==> src/rtl/ros2_eth_pkg.sv <==
// ---------------------------------------------------------------------------
// ros2_eth_pkg
// Shared constants and types for the ROS2-over-Ethernet TX path.
//   IP_HDR_SIZE            : minimum IPv4 header length in bytes; also the
//                            minimum number of bytes the TX adapter reads.
//   IP_HDR_OFFSET_TOT_LEN  : byte offset of the 16-bit Total Length field.
//   arb_state_e            : TX arbiter FSM encoding (IDLE / PASS).
//   ip_eff_len()           : Total Length clamped to at least one header.
// ---------------------------------------------------------------------------
package ros2_eth_pkg;

  localparam int IP_HDR_SIZE           = 20;
  localparam int IP_HDR_OFFSET_TOT_LEN = 2;

  typedef enum logic [0:0] {
    ARB_IDLE = 1'b0,
    ARB_PASS = 1'b1
  } arb_state_e;

  // A Total Length below one header is treated as a header-only packet so
  // the arbiter and the adapter always agree on at least 20 bytes.
  function automatic logic [15:0] ip_eff_len(input logic [15:0] tot_len);
    if (tot_len < 16'(IP_HDR_SIZE)) begin
      return 16'(IP_HDR_SIZE);
    end
    return tot_len;
  endfunction

endpackage

==> src/rtl/ros2_eth_tx_arbiter_if.sv <==
// ---------------------------------------------------------------------------
// ros2_eth_tx_arbiter_if
// Byte-stream bundle between N_SRC packet-builder FIFOs, the TX arbiter and
// the TX adapter's din port.
//   i_src_data     : byte from source k at bits [8k+7:8k]
//   i_src_empty_n  : source k has a byte available
//   o_src_rd_en    : pop strobe to source k
//   o_dout_data    : byte to the TX adapter
//   o_dout_empty_n : byte valid to the TX adapter
//   i_dout_rd_en   : pop strobe from the TX adapter
//
// Handshake: every link is FIFO-style. empty_n is the valid, rd_en is the
// ready/pop. A byte moves exactly in a cycle where both are high at the
// rising clock edge; rd_en while empty_n is low has no effect. A producer
// must hold its byte stable until it is popped.
//
// Modports: master = arbiter side, slave = sources + adapter side.
// ---------------------------------------------------------------------------
interface ros2_eth_tx_arbiter_if #(
  parameter int N_SRC = 4
) ();

  logic [8*N_SRC-1:0] i_src_data;
  logic [N_SRC-1:0]   i_src_empty_n;
  logic [N_SRC-1:0]   o_src_rd_en;
  logic [7:0]         o_dout_data;
  logic               o_dout_empty_n;
  logic               i_dout_rd_en;

  modport master (
    input  i_src_data,
    input  i_src_empty_n,
    input  i_dout_rd_en,
    output o_src_rd_en,
    output o_dout_data,
    output o_dout_empty_n
  );

  modport slave (
    output i_src_data,
    output i_src_empty_n,
    output i_dout_rd_en,
    input  o_src_rd_en,
    input  o_dout_data,
    input  o_dout_empty_n
  );

endinterface

==> src/rtl/rr_arbiter_sel.sv <==
// ---------------------------------------------------------------------------
// rr_arbiter_sel
// Combinational round-robin first-set finder. Returns the first asserted
// request at or after i_ptr, searching upward with wrap modulo N.
//   i_req : request vector
//   i_ptr : search start index (must be < N)
//   o_gnt : one-hot winner (zero when no request)
//   o_idx : binary index of the winner (zero when no request)
//   o_any : at least one request is set
// ---------------------------------------------------------------------------
module rr_arbiter_sel #(
  parameter int N     = 4,
  parameter int IDX_W = (N > 1) ? $clog2(N) : 1
) (
  input  logic [N-1:0]     i_req,
  input  logic [IDX_W-1:0] i_ptr,
  output logic [N-1:0]     o_gnt,
  output logic [IDX_W-1:0] o_idx,
  output logic             o_any
);

  logic [IDX_W-1:0] cand;

  always_comb begin
    o_gnt = '0;
    o_idx = '0;
    o_any = 1'b0;
    cand  = '0;
    for (int i = 0; i < N; i++) begin
      cand = IDX_W'((int'(i_ptr) + i) % N);
      if (!o_any && i_req[cand]) begin
        o_gnt[cand] = 1'b1;
        o_idx       = cand;
        o_any       = 1'b1;
      end
    end
  end

endmodule

==> src/rtl/ros2_eth_tx_arbiter.sv <==
// ---------------------------------------------------------------------------
// ros2_eth_tx_arbiter
// Round-robin arbiter sharing the TX adapter's IPv4 byte stream among N_SRC
// packet sources. One complete packet per grant; the packet length is taken
// from the IPv4 Total Length field as it streams past.
//   i_clk, i_rst_n : clock, asynchronous active-low reset
//   i_enable       : low aborts any grant (same enable as the TX adapter)
//   bus            : source/adapter byte streams (master modport)
//   o_grant        : one-hot current owner, zero when idle
//   o_busy         : a packet transfer is in progress
//   o_pkt_count    : completed packets, wraps modulo 2^16
//   o_dbg_state    : FSM state
//   o_dbg_rr_ptr   : round-robin search start for the next arbitration
// ---------------------------------------------------------------------------
module ros2_eth_tx_arbiter
  import ros2_eth_pkg::*;
#(
  parameter int N_SRC = 4
) (
  input  logic                       i_clk,
  input  logic                       i_rst_n,
  input  logic                       i_enable,
  ros2_eth_tx_arbiter_if.master      bus,
  output logic [N_SRC-1:0]           o_grant,
  output logic                       o_busy,
  output logic [15:0]                o_pkt_count,
  output arb_state_e                 o_dbg_state,
  output logic [$clog2(N_SRC)-1:0]   o_dbg_rr_ptr
);

  localparam int          IDX_W      = $clog2(N_SRC);
  localparam logic [15:0] HDR_LEN    = 16'(IP_HDR_SIZE);
  localparam logic [15:0] LAST_HDR   = 16'(IP_HDR_SIZE - 1);
  localparam logic [15:0] LEN_HI_POS = 16'(IP_HDR_OFFSET_TOT_LEN);
  localparam logic [15:0] LEN_LO_POS = 16'(IP_HDR_OFFSET_TOT_LEN + 1);

  arb_state_e        state_q,     state_d;
  logic [N_SRC-1:0]  grant_q,     grant_d;
  logic [IDX_W-1:0]  gidx_q,      gidx_d;
  logic [IDX_W-1:0]  rr_ptr_q,    rr_ptr_d;
  logic [15:0]       byte_cnt_q,  byte_cnt_d;
  logic [15:0]       len_q,       len_d;
  logic [15:0]       pkt_count_q, pkt_count_d;

  logic [N_SRC-1:0]  sel_gnt;
  logic [IDX_W-1:0]  sel_idx;
  logic              sel_any;

  logic [7:0]        src_byte;
  logic              src_avail;
  logic              xfer;
  logic              pkt_end;
  logic [15:0]       eff_len;

  rr_arbiter_sel #(
    .N     (N_SRC),
    .IDX_W (IDX_W)
  ) u_sel (
    .i_req (bus.i_src_empty_n),
    .i_ptr (rr_ptr_q),
    .o_gnt (sel_gnt),
    .o_idx (sel_idx),
    .o_any (sel_any)
  );

  // Data mux driven by the registered one-hot grant. The grant is zero in
  // IDLE, so every output below is zero there without extra gating.
  always_comb begin
    src_byte  = '0;
    src_avail = 1'b0;
    for (int k = 0; k < N_SRC; k++) begin
      if (grant_q[k]) begin
        src_byte  = bus.i_src_data[8*k +: 8];
        src_avail = bus.i_src_empty_n[k];
      end
    end
  end

  assign bus.o_dout_data    = src_byte;
  assign bus.o_dout_empty_n = src_avail;
  assign bus.o_src_rd_en    = grant_q & {N_SRC{src_avail & bus.i_dout_rd_en}};

  assign xfer    = (state_q == ARB_PASS) && src_avail && bus.i_dout_rd_en;
  assign eff_len = ip_eff_len(len_q);
  // 17-bit compare so byte_cnt = 65535 cannot wrap into a false match.
  assign pkt_end = xfer && (byte_cnt_q >= LAST_HDR) &&
                   (({1'b0, byte_cnt_q} + 17'd1) == {1'b0, eff_len});

  always_comb begin
    state_d     = state_q;
    grant_d     = grant_q;
    gidx_d      = gidx_q;
    rr_ptr_d    = rr_ptr_q;
    byte_cnt_d  = byte_cnt_q;
    len_d       = len_q;
    pkt_count_d = pkt_count_q;

    case (state_q)
      ARB_IDLE: begin
        if (i_enable && sel_any) begin
          state_d    = ARB_PASS;
          grant_d    = sel_gnt;
          gidx_d     = sel_idx;
          byte_cnt_d = '0;
          len_d      = HDR_LEN;
        end
      end
      ARB_PASS: begin
        if (xfer) begin
          byte_cnt_d = byte_cnt_q + 16'd1;
          if (byte_cnt_q == LEN_HI_POS) len_d[15:8] = src_byte;
          if (byte_cnt_q == LEN_LO_POS) len_d[7:0]  = src_byte;
          if (pkt_end) begin
            state_d     = ARB_IDLE;
            grant_d     = '0;
            rr_ptr_d    = (gidx_q == IDX_W'(N_SRC - 1)) ? '0 : gidx_q + IDX_W'(1);
            pkt_count_d = pkt_count_q + 16'd1;
          end
        end
      end
      default: begin
        state_d = ARB_IDLE;
        grant_d = '0;
      end
    endcase

    // Disable wins over everything, but a byte that moved this cycle still
    // completes its packet bookkeeping above.
    if (!i_enable) begin
      state_d = ARB_IDLE;
      grant_d = '0;
    end
  end

  always_ff @(posedge i_clk or negedge i_rst_n) begin
    if (!i_rst_n) begin
      state_q     <= ARB_IDLE;
      grant_q     <= '0;
      gidx_q      <= '0;
      rr_ptr_q    <= '0;
      byte_cnt_q  <= '0;
      len_q       <= HDR_LEN;
      pkt_count_q <= '0;
    end else begin
      state_q     <= state_d;
      grant_q     <= grant_d;
      gidx_q      <= gidx_d;
      rr_ptr_q    <= rr_ptr_d;
      byte_cnt_q  <= byte_cnt_d;
      len_q       <= len_d;
      pkt_count_q <= pkt_count_d;
    end
  end

  assign o_grant      = grant_q;
  assign o_busy       = (state_q == ARB_PASS);
  assign o_pkt_count  = pkt_count_q;
  assign o_dbg_state  = state_q;
  assign o_dbg_rr_ptr = rr_ptr_q;

endmodule

==> src/flat_wrapper.sv <==
// flat-port wrapper written by rule: the top's interface ports become plain ports
module ros2_eth_tx_arbiter_flat import ros2_eth_pkg::*;
#(
  parameter int N_SRC = 4
)
  (i_clk, i_rst_n, i_enable, o_grant, o_busy, o_pkt_count, o_dbg_state, o_dbg_rr_ptr, bus_i_src_data, bus_i_src_empty_n, bus_i_dout_rd_en, bus_o_src_rd_en, bus_o_dout_data, bus_o_dout_empty_n);
  ros2_eth_tx_arbiter_if #(.N_SRC(N_SRC)) bus_i ();
  input  logic i_clk;
  input  logic i_rst_n;
  input  logic i_enable;
  output logic [N_SRC-1:0] o_grant;
  output logic o_busy;
  output logic [15:0] o_pkt_count;
  output arb_state_e o_dbg_state;
  output logic [$clog2(N_SRC)-1:0] o_dbg_rr_ptr;
  input wire logic [$bits(bus_i.i_src_data)-1:0] bus_i_src_data;
  input wire logic [$bits(bus_i.i_src_empty_n)-1:0] bus_i_src_empty_n;
  input wire logic [$bits(bus_i.i_dout_rd_en)-1:0] bus_i_dout_rd_en;
  output wire logic [$bits(bus_i.o_src_rd_en)-1:0] bus_o_src_rd_en;
  output wire logic [$bits(bus_i.o_dout_data)-1:0] bus_o_dout_data;
  output wire logic [$bits(bus_i.o_dout_empty_n)-1:0] bus_o_dout_empty_n;
  assign bus_i.i_src_data = bus_i_src_data;
  assign bus_i.i_src_empty_n = bus_i_src_empty_n;
  assign bus_i.i_dout_rd_en = bus_i_dout_rd_en;
  assign bus_o_src_rd_en = bus_i.o_src_rd_en;
  assign bus_o_dout_data = bus_i.o_dout_data;
  assign bus_o_dout_empty_n = bus_i.o_dout_empty_n;
  ros2_eth_tx_arbiter #(.N_SRC(N_SRC)) u_core (.i_clk(i_clk), .i_rst_n(i_rst_n), .i_enable(i_enable), .bus(bus_i), .o_grant(o_grant), .o_busy(o_busy), .o_pkt_count(o_pkt_count), .o_dbg_state(o_dbg_state), .o_dbg_rr_ptr(o_dbg_rr_ptr));
endmodule
==> config.mk <==
export PLATFORM = sky130hd
export DESIGN_NAME = ros2_eth_tx_arbiter_flat
export DESIGN_NICKNAME = d
export VERILOG_FILES = /design/src/rtl/ros2_eth_pkg.sv /design/src/rtl/ros2_eth_tx_arbiter_if.sv /design/src/rtl/rr_arbiter_sel.sv /design/src/rtl/ros2_eth_tx_arbiter.sv /design/src/flat_wrapper.sv
export SDC_FILE = /design/constraint.sdc
export NUM_CORES = 1
export LEC_CHECK = 0
export BUFFER_PORTS_ARGS = -buffer_cell sky130_fd_sc_hd__buf_2
export CAP_MARGIN = 20
export CORE_MARGIN = 2
export CORE_UTILIZATION = 35
export DETAILED_ROUTE_END_ITERATION = 12
export GPL_TIMING_DRIVEN = 1
export PLACE_DENSITY = 0.67
export SYNTH_ARGS = -nofsm -noshare
export SYNTH_HDL_FRONTEND = slang
export SYNTH_SLANG_ARGS = --single-unit
export TNS_END_PERCENT = 50
==> constraint.sdc <==
create_clock -name i_clk -period 7.85 [get_ports i_clk]
set_clock_uncertainty 0.1 [all_clocks]
set_input_delay 1.9625 -clock i_clk [delete_from_list [all_inputs] [get_ports i_clk]]
set_output_delay 1.9625 -clock i_clk [all_outputs]
set_load 0.01 [all_outputs]
==> summary.txt <==
Status -> completed
Max-cap violations -> 0
Die area -> 12500 µm²
Final non-filler cell area -> 4800 µm²
Ys flop type -> dfrtp_1
Count leader, synth -> o21ai_0
Drt first pass iters -> 5
Yosys top cell area share -> 0.337
DRT iter0 DRCs -> 293
Actual slew at the worst max-slew pin -> 0.999 ns
Largest family of logic cells by synthesized area -> simple AND/OR/NAND/NOR gates
Area of the mapped netlist -> 4080 µm²
Worst-Skew Late Latency -> 0.33 ns
Fin nets -> 589
Final setup fails -> 0
Worst r2r dst -> u_core.o_dbg_rr_ptr[0]
Global-route usage over all layers -> 0.172
Cell taking the most area after synthesis -> dfrtp_1
Final worst-path cycle share -> 0.637
Die Wd -> 112 µm
Synthesized net count -> 532
Placed Cells -> 671
Antenna-violating nets left -> 0
Power per Cell Area -> 176 nW/µm²
Residual DRC -> 0
First-pass GRT wire length -> 18000 µm
Area delta synth->final -> 17.7%
Synth unique cells -> 56
Setup crit end kind -> output port
Max Clk Rate -> 200 MHz
Syn Area/Cell -> 8.46 µm²
IR drop worst, VDD -> 0.000128 V
Adder-Cell Fraction of Synth Area -> 0.0307
YS warnings -> 0
Post-DP HPWL -> 7750 µm
Reg2Reg Depth -> 8
Worst r2r src -> u_core.byte_cnt_q[0]
CTS Buf Count -> 9
Leak -> 2.15 nW
Multiplexer share of the synthesized area -> 0.0270
Max Buffers Root-to-Sink -> 2
Compound-gate portion of the synthesized area -> 0.223
Seq/Total Area, Yosys -> 0.350
Largest net degree at the start of global routing -> 58
Worst hold path cell count -> 1
Critical path class -> input port to output port
# port buffers -> 76
Cell Chain, Critical Path -> buf_2 -> nor2b_1 -> o21ai_0 -> and2_1 -> and3_1 -> buf_2
Top cells by area, synth -> dfrtp_1 34%, o21ai_0 7.5%, nand2_1 4.1%
Worst Hold Path EP -> u_core.o_pkt_count[15]
IO Pins -> 77
Fin. max-slew vios -> 0
GPL Wtd Cong -> 0.861
Vias/cell -> 5.64
WL final -> 10800 µm
Dpl ws -> 2.86 ns
Req. time, crit path -> 5.79 ns
Via Count -> 3878
Setup TNS -> 0 ns
Die H -> 112 µm
Cell repeated most along the worst path -> buf_2
Initial Utilization -> 0.357
Tightest Hold Check Type -> flop to flop
Post-synthesis cell count -> 482
Post-CTS Setup Inserts -> 0
Final min period -> 5.00 ns
Area after DPL -> 4510 µm²
Max stage delay on crit path -> 0.27 ns
Post-route total power -> 845 µW
Hold buffer count at cts -> 0
Post-synthesis simple-gate area fraction -> 0.249
Num rows -> 39
Crit path max-delay family -> simple AND/OR/NAND/NOR gates
Critical Path AT -> 2.94 ns
Vias in the first global route -> 3628
Startpoint types -> input port
Reg clk slew, reported paths -> 0.06 ns
Max-slew headroom -> 0.330
Ys async rst share -> 1.00
Clock sink total -> 57
Slowest cell on the critical path -> o21ai_0
Post-synth EDFFs -> 0
Register bit total from synthesis -> 57
Clk Tree Root Cell -> clkbuf_16
WP buf/inv -> 2
Hold_sp -> u_core.o_pkt_count[15]
Initial antenna violation count -> 0
Synth top cells by count -> 61 x o21ai_0, 55 x dfrtp_1, 45 x nand2_1
DR WL/cell -> 15.8 µm
H-tree depth -> 3
Crit-path max FO -> 8
GR Overflow Total -> 0
Core area -> 11400 µm²
CTS tree -> done
Worst setup margin -> 2.85 ns
Non-filler cells, final -> 687
FF-to-FF setup slack -> 4.28 ns
Unrepaired setup endpoints after global routing -> no
Hold WS -> 0.373 ns
Share of cells above drive strength 1 -> 0.226
Post-CTS sizing -> 0
Final Util -> 0.420
Final Hold Fails -> 0
Xor/xnor share of the synthesized area -> 0.0687
Diode count -> 0
[layout make-up]
type	instances	area [µm²]
Fill cell	1187	6620
Multi-Input combinational cell	375	2440
Sequential cell	57	1430
Timing Repair Buffer	78	395
Clock buffer	11	233
Tap cell	143	179
Inverter	18	67.6
Clock inverter	5	56.3
[cells by family after synthesis]
family,count (synthesis)
buf+inv,50
mux,9
xor+xnor,32
simple gates,181
compound gates,143
flops,57
fa+ha+maj,10
[metal layers]
layer / track usage / wire, µm / up-vias
li1: - / - / 1873
met1: 0.228 / 4850 / 1872
met2: 0.283 / 5200 / 112
met3: 0.0441 / 603 / 21
met4: 0.0439 / 185 / 0
met5: 0 / 0 / -
[worst max-delay path by stage]
stage	slack, ns	start	cells after the start	endpoint
after floorplan	2.95	bus_i_src_empty_n[0]	5	bus_o_src_rd_en[0]
after global placement	2.89	bus_i_src_data[11]	6	bus_o_dout_data[3]
after detailed placement	2.86	bus_i_src_data[10]	6	bus_o_dout_data[2]
after CTS	2.85	bus_i_src_data[10]	6	bus_o_dout_data[2]
after global routing	2.78	bus_i_src_data[11]	6	bus_o_dout_data[3]
final	2.85	bus_i_src_empty_n[2]	6	bus_o_src_rd_en[0]
[where the power goes]
part           total (mW)  switching [mW]  leakage, nW  internal (mW)
Combinational       0.127          0.0759         1.24         0.0514
Clock               0.385           0.140        0.139          0.245
Sequential          0.333          0.0232        0.772          0.310
[cell usage in the layout (no fill, tap or decap), types with 4 or more instances in the layout]
cell type and instances:
xnor2_1 15, o21a_1 5, o41ai_1 7, buf_2 76, a21oi_1 24, o211a_1 4, nand4_1 12, nor3_1 10
o221ai_1 4, inv_1 18, a221o_1 4, nor4_2 5, nor3_2 10, and3_1 9, nand2_1 45, and4_1 6
a22oi_1 10, clkbuf_16 9, nor2_1 31, ha_1 10, o31ai_1 6, mux2_2 5, xor2_1 17, o21ai_0 61
nand3_1 29, nand2b_1 4, dfrtp_1 55
[sequential cells by signal (all words and copies together) (netlist names)]
signal / count
u_core.o_busy: 1
u_core.byte_cnt_q: 16
u_core.o_grant: 4
u_core.o_pkt_count: 16
u_core.gidx_q: 2
u_core.o_dbg_rr_ptr: 2
u_core.len_q: 16
[worst register-to-register path, delay by kind of cell, from the launching register on]
kind	cells	cell delay, ns
XOR/XNOR	1	0.13
adder cells (fa/ha/maj)	1	0.46
flip-flops	1	0.49
multiplexers	1	0.36
AND/OR/NAND/NOR	5	1.92
(Power assumes the default switching activity.)
